===== src/rtl/pika_ai_ctrl.sv =====
// Computer opponent for the left-side Pikachu.
// Watches the ball and its own player, and produces a button vector with the
// same bit layout as the human usr_btn bus: {0, left, jump, right}.
// Horizontal presses are re-decided on a slow periodic tick; jumps are held
// long enough to pass the player's debouncer and are followed by a cooldown.
module pika_ai_ctrl #(
    parameter int unsigned DECIDE_PERIOD = 1_000_000,
    parameter int unsigned JUMP_HOLD     = 2_000_000,
    parameter int unsigned COOLDOWN      = 30_000_000,
    parameter int unsigned PLAYER_W      = 41,
    parameter int unsigned NET_X         = 160,
    parameter int unsigned GROUND_Y      = 177,
    parameter int unsigned HOME_X        = 60,
    parameter int unsigned DEADBAND      = 4,
    parameter int unsigned JUMP_WIN      = 12,
    parameter int unsigned JUMP_Y        = 110,
    parameter logic [1:0]  PLAY_STATE    = 2'd2
) (
    input  logic        clk,
    input  logic        reset_n,
    input  logic        enable,
    input  logic [1:0]  game_state,
    input  logic [11:0] ball_x,
    input  logic [11:0] ball_y,
    input  logic        ball_dir,
    input  logic [11:0] ai_x,
    input  logic [11:0] ai_y,
    output logic [3:0]  ai_btn,
    output logic [1:0]  ai_state
);

    typedef enum logic [1:0] {
        IDLE  = 2'd0,
        TRACK = 2'd1,
        JUMP  = 2'd2,
        COOL  = 2'd3
    } state_t;

    localparam logic [31:0] TICK_LAST = 32'(DECIDE_PERIOD - 1);
    localparam logic [31:0] HOLD_LAST = 32'(JUMP_HOLD - 1);
    localparam logic [31:0] COOL_LAST = 32'(COOLDOWN - 1);

    localparam logic signed [12:0] HALF_W     = 13'(PLAYER_W / 2);
    localparam logic signed [12:0] CLAMP_LO   = HALF_W;
    localparam logic signed [12:0] CLAMP_HI   = 13'(NET_X - PLAYER_W + PLAYER_W / 2);
    localparam logic signed [12:0] HOME_S     = 13'(HOME_X);
    localparam logic signed [12:0] DEADBAND_S = 13'(DEADBAND);
    localparam logic signed [12:0] JUMP_WIN_S = 13'(JUMP_WIN);
    localparam logic [11:0]        JUMP_Y_V   = 12'(JUMP_Y);
    localparam logic [11:0]        GROUND_Y_V = 12'(GROUND_Y);

    state_t      state;
    logic [31:0] tick_cnt;
    logic [31:0] hold_cnt;
    logic [31:0] cool_cnt;
    logic        right_q;
    logic        jump_q;
    logic        left_q;

    logic               active;
    logic               tick;
    logic               jump_go;
    logic signed [12:0] center;
    logic signed [12:0] target_raw;
    logic signed [12:0] target;
    logic signed [12:0] err;
    logic signed [12:0] abs_err;

    assign active = enable && (game_state == PLAY_STATE);
    assign tick   = (state != IDLE) && (tick_cnt == TICK_LAST);

    // Chase the ball while it is coming over, otherwise drift back home;
    // the aim point is kept where the sprite can actually be on our half.
    always_comb begin
        center     = $signed({1'b0, ai_x}) + HALF_W;
        target_raw = ball_dir ? $signed({1'b0, ball_x}) : HOME_S;
        if (target_raw < CLAMP_LO)
            target = CLAMP_LO;
        else if (target_raw > CLAMP_HI)
            target = CLAMP_HI;
        else
            target = target_raw;
        err     = target - center;
        abs_err = (err < 0) ? -err : err;
        jump_go = ball_dir && (abs_err <= JUMP_WIN_S) &&
                  (ball_y >= JUMP_Y_V) && (ai_y == GROUND_Y_V);
    end

    // Control FSM: tick timing, horizontal decisions and the jump/cooldown sequence.
    always_ff @(posedge clk) begin
        if (!reset_n) begin
            state    <= IDLE;
            tick_cnt <= '0;
            hold_cnt <= '0;
            cool_cnt <= '0;
            right_q  <= 1'b0;
            jump_q   <= 1'b0;
            left_q   <= 1'b0;
        end else if (!active) begin
            state    <= IDLE;
            tick_cnt <= '0;
            hold_cnt <= '0;
            cool_cnt <= '0;
            right_q  <= 1'b0;
            jump_q   <= 1'b0;
            left_q   <= 1'b0;
        end else begin
            if (state != IDLE) begin
                tick_cnt <= tick ? '0 : tick_cnt + 32'd1;
                if (tick) begin
                    right_q <= (err > DEADBAND_S);
                    left_q  <= (err < -DEADBAND_S);
                end
            end
            case (state)
                IDLE: begin
                    state    <= TRACK;
                    tick_cnt <= '0;
                end
                TRACK: begin
                    if (jump_go) begin
                        state    <= JUMP;
                        jump_q   <= 1'b1;
                        hold_cnt <= HOLD_LAST;
                    end
                end
                JUMP: begin
                    if (hold_cnt == '0) begin
                        state    <= COOL;
                        jump_q   <= 1'b0;
                        cool_cnt <= COOL_LAST;
                    end else begin
                        hold_cnt <= hold_cnt - 32'd1;
                    end
                end
                COOL: begin
                    if (cool_cnt == '0)
                        state <= TRACK;
                    else
                        cool_cnt <= cool_cnt - 32'd1;
                end
                default: state <= IDLE;
            endcase
        end
    end

    assign ai_btn   = {1'b0, left_q, jump_q, right_q};
    assign ai_state = state;

endmodule


===== config.mk =====
export PLATFORM = sky130hd
export DESIGN_NAME = pika_ai_ctrl
export DESIGN_NICKNAME = d
export VERILOG_FILES = /design/src/rtl/pika_ai_ctrl.sv
export SDC_FILE = /design/constraint.sdc
export NUM_CORES = 1
export LEC_CHECK = 0
export ABC_CLOCK_PERIOD_IN_PS = 8400
export CAP_MARGIN = 20
export CORE_ASPECT_RATIO = 1.5
export CORE_MARGIN = 2
export CORE_UTILIZATION = 40
export DETAILED_ROUTE_END_ITERATION = 8
export GPL_ROUTABILITY_DRIVEN = 1
export HOLD_SLACK_MARGIN = 0.06
export PLACE_DENSITY = 0.64
export SETUP_SLACK_MARGIN = 0.3
export SKIP_LAST_GASP = 1
export SLEW_MARGIN = 20
export SYNTH_ARGS = -nofsm -noshare
export SYNTH_HDL_FRONTEND = slang
export SYNTH_SLANG_ARGS = --single-unit

===== constraint.sdc =====
create_clock -name clk -period 8.4 [get_ports clk]
set_input_delay 1.68 -clock clk [delete_from_list [all_inputs] [get_ports clk]]
set_output_delay 1.68 -clock clk [all_outputs]
set_load 0.01 [all_outputs]

==> impl_metrics.csv <==
group,metric,value,unit
status,outcome,"finished clean",
logic_synthesis,avgSynthCellArea,8.083,µm²
grt,grt_pass1_wl,22710,µm
timing,setup_violations,0,
worst_setup_path,slowest_delay,0.56,ns
logic_synthesis,yosysTopAreaCell,"dfxtp_1",
clocking,cts_setup_buffers,0,
logic_synthesis,yosys_most_used_dff,"dfxtp_1",
logic_synthesis,synth_common_cells,"dfxtp_1 (101), nor2_1 (81), nand2_1 (55)",
power_and_ir_drop,p_sw_share,27.86,%
logic_synthesis,ys_seq_area_share,32.44,%
clocking,clk_latency,0.35,ns
clocking,cts_tree,"built",
route,first_pass_iters,5,
timing,rsz0062_at_grt,"false",
clocking,clk_path_buf_depth,2,
power_and_ir_drop,clockPowerShare,38.2,%
floorplanning,coreArea,15140,µm²
grt,grt_max_degree,37,
grt,antenna_found_initial,0,
logic_synthesis,synthCells,771,
grt,grt_usage,16.28,%
clocking,cts_buffers,9,
floorplanning,initial_utilization,41.17,%
floorplanning,die_area,16620,µm²
worst_setup_path,cp_top_family,"compound AO/OA/AOI/OAI gates",
timing,period_needed,7.213,ns
logic_synthesis,ys_ff_latch,101,
logic_synthesis,synth_top_family_by_area,"simple AND/OR/NAND/NOR gates",
logic_synthesis,synth_area,6232,µm²
floorplanning,die_h,156.9,µm
power_and_ir_drop,vdd_drop_max,0.09324,mV
logic_synthesis,synth_fa_ha_area_share,6.545,%
cells_and_area,final_layout_size_suffix_gt1_share,6.189,%
grt,grt_pass1_vias,5173,
logic_synthesis,ys_types,75,
floorplanning,num_rows,55,
route,avgViaCountPerCell,5.364,
route,wl_per_cell,12.70,µm
hold_path,hold_class,"flop to flop",
power_and_ir_drop,power_density,154.0,nW/µm²
route,wl,12990,µm
worst_setup_path,path_buf_inv,2,
timing,fin_setup_tns,0,ns
logic_synthesis,synth_top_area_share,32.44,%
power_and_ir_drop,seqPwrFrac,42.6,%
clocking,cts_num_sinks,101,
worst_setup_path,cp-startpoint,"ball_x[6]",
route,remaining_drc_errors,0,
power_and_ir_drop,power_switching,0.0003139,W
cells_and_area,finish.utilization,48.32,%
cells_and_area,area_delta_synth_final,17.39,%
timing,hold_viol,0,
timing,slew_viol_final,0,
grt,overflow,0,
worst_setup_path,r2r-start,"hold_cnt[5]$_SDFFE_PN0P_",
worst_setup_path,cp.arrival,7.49,ns
worst_setup_path,cp-start-kind,"primary input",
worst_setup_path,critPathMaxFanout,11,
logic_synthesis,synthMuxAreaShare,0.8231,%
floorplanning,ios,60,
power_and_ir_drop,p_int,0.0008129,W
hold_path,holdPathStages,1,
hold_path,worstHoldEndpoint,"tick_cnt[0]$_SDFFE_PP0P_",
logic_synthesis,yosys-top-cells-area,"dfxtp_1 (32%), ha_1 (6.2%), xnor2_1 (5.2%)",
clocking,path_clk_slew,0.07,ns
placement,io_buffers,57,
floorplanning,dieWidth,105.9,µm
logic_synthesis,synth_compound_area_share,17.47,%
clocking,holdBufCountCts,0,
route,vias,5487,
worst_setup_path,cp_cell_sequence,"clkdlybuf4s50_1, a2111oi_0, nor2b_1, o21ai_1, nand2_1, o21ai_0, ha_1, inv_1, ha_1, a21oi_1, a21oi_1, o2111ai_1, a21boi_1, nor2_1, nor3_1, or4b_1, o41ai_1, o21ai_0, or4_1, a31oi_1",
worst_setup_path,cpMaxStageDelayCell,"o41ai_1",
worst_setup_path,reg2reg_to,"cool_cnt[31]$_SDFFE_PN0P_",
hold_path,holdCritStartpoint,"tick_cnt[0]$_SDFFE_PP0P_",
logic_synthesis,yosysMostFrequentCell,"dfxtp_1",
clocking,htreeDepth,3,
worst_setup_path,end_kind,"flop",
power_and_ir_drop,p_leak,2.662,nW
route,dr.first_iter.drc_count,231,
timing,fmax,138.6,MHz
logic_synthesis,synth-edff-count,0,
logic_synthesis,synthSimpleGateAreaFrac,28.17,%
placement,gp_congestion,0.7728,
timing,period_share,85.87,%
route,ant_nets,0,
logic_synthesis,yosysWarnings,0,
worst_setup_path,worstSetupPathType,"primary input to flop",
logic_synthesis,synthArstFlopShare,0,%
timing,relSlewSlack,50.00,%
job,drv_cap,0,
cells_and_area,layout.nets,905,
logic_synthesis,synthXorXnorAreaFrac,9.275,%
timing,worstMarginPinSlew,0.7501,ns
worst_setup_path,rrSetupSlack,4.07,ns
cells_and_area,n_antenna_cell,0,
clocking,clock-root-buffer,"clkbuf_16",
worst_setup_path,worstRegToRegCells,11,
worst_setup_path,cp.required,8.67,ns
power_and_ir_drop,pwr-share-comb,19.2,%
placement,dp_hpwl,9813,µm
timing,skew,0.01355,ns
logic make-up (layout without fill, tap and decap cells):
kind of cell,Yosys count,after routing
buf+inv,79,129
other cells,2,5
simple gates,321,321
compound gates,165,165
mux,5,5
fa+ha+maj,32,32
xor+xnor,66,66
flops,101,101
power groups by stage:
stage,clock network (W),logic (W),registers (W)
finish,0.000430,0.000217,0.000480
global route,0.000457,0.000244,0.000480
CTS,0.000440,0.000218,0.000480
detailed placement,0,0.000217,0.000491
global placement,0,0.000214,0.000491
floorplan,0,0.000155,0.000491
final cells by class:
class	count	area (µm²)
clock buffers	10	229.0
clock inverters	6	75.07
fillers	1528	7824
inverters	47	176.4
multi-input cells	594	3914
flip-flops and latches	101	2022
well taps	199	249.0
repair buffers	66	650.6
worst max-delay path by stage:
stage,end,slack (ns),cells after the start
after floorplan,hold_cnt[26]$_SDFFE_PN0P_,1.91,19
after global placement,hold_cnt[20]$_SDFFE_PN0P_,0.69,20
after detailed placement,hold_cnt[20]$_SDFFE_PN0P_,0.63,20
after CTS,hold_cnt[20]$_SDFFE_PN0P_,1.00,20
after global routing,hold_cnt[20]$_SDFFE_PN0P_,0.50,20
final,hold_cnt[20]$_SDFFE_PN0P_,1.19,20
through the flow:
step / instance area [µm²] / power (W) / cells / setup slack, ns / hold slack [ns]
6_report: 7316 / 0.001127 / 1023 / 1.187 / 0.4468
5_1_grt: 7316 / 0.001181 / 1023 / 0.5019 / 0.4704
4_1_cts: 7316 / 0.001137 / 1023 / 1.004 / 0.4497
3_5_place_dp: 7012 / 0.0007082 / 1007 / 0.6345 / 0.4345
3_3_place_gp: 7012 / 0.0007053 / 1007 / 0.6908 / 0.4310
2_1_floorplan: 6243 / 0.0006462 / 774 / 1.911 / 0.4135
cells in the final DEF, fill, tap and decap left out, drive strengths merged, types with 7 or more instances in the layout:
cell,Yosys,routed
nand3,18,18
or2,9,9
a21oi,54,54
and3,14,14
a211oi,7,7
o31ai,8,8
clkdlybuf4s50,0,57
a31oi,9,9
or4,16,16
nor2b,12,12
nand4,16,16
nand2,55,55
nand2b,12,12
inv,47,51
ha,31,31
nor4,16,16
nor2,82,82
o21ai,37,37
dfxtp,101,101
buf,13,9
clkbuf,19,10
or3,22,22
xor2,29,29
nor3,25,25
xnor2,37,37
routing by layer:
metal	vias to the layer above	wire length (µm)	GRT usage [%]
li1	2839	-	-
met1	2551	5552	18.59
met2	86	6849	30.32
met3	11	405	2.666
met4	0	182	5.702
met5	-	0	0
registers in the layout, summed over array words and instances (netlist names):
register and count:
left_q 1, right_q 1, jump_q 1, hold_cnt 32, tick_cnt 32, ai_state 2
cool_cnt 32
what timing repair did:
item	CTS	global route
endpoints found under the setup margin	0	1
hold endpoints to repair	0	0
resized for setup	0	1
No activity file was read; power rests on OpenSTA's default activity.
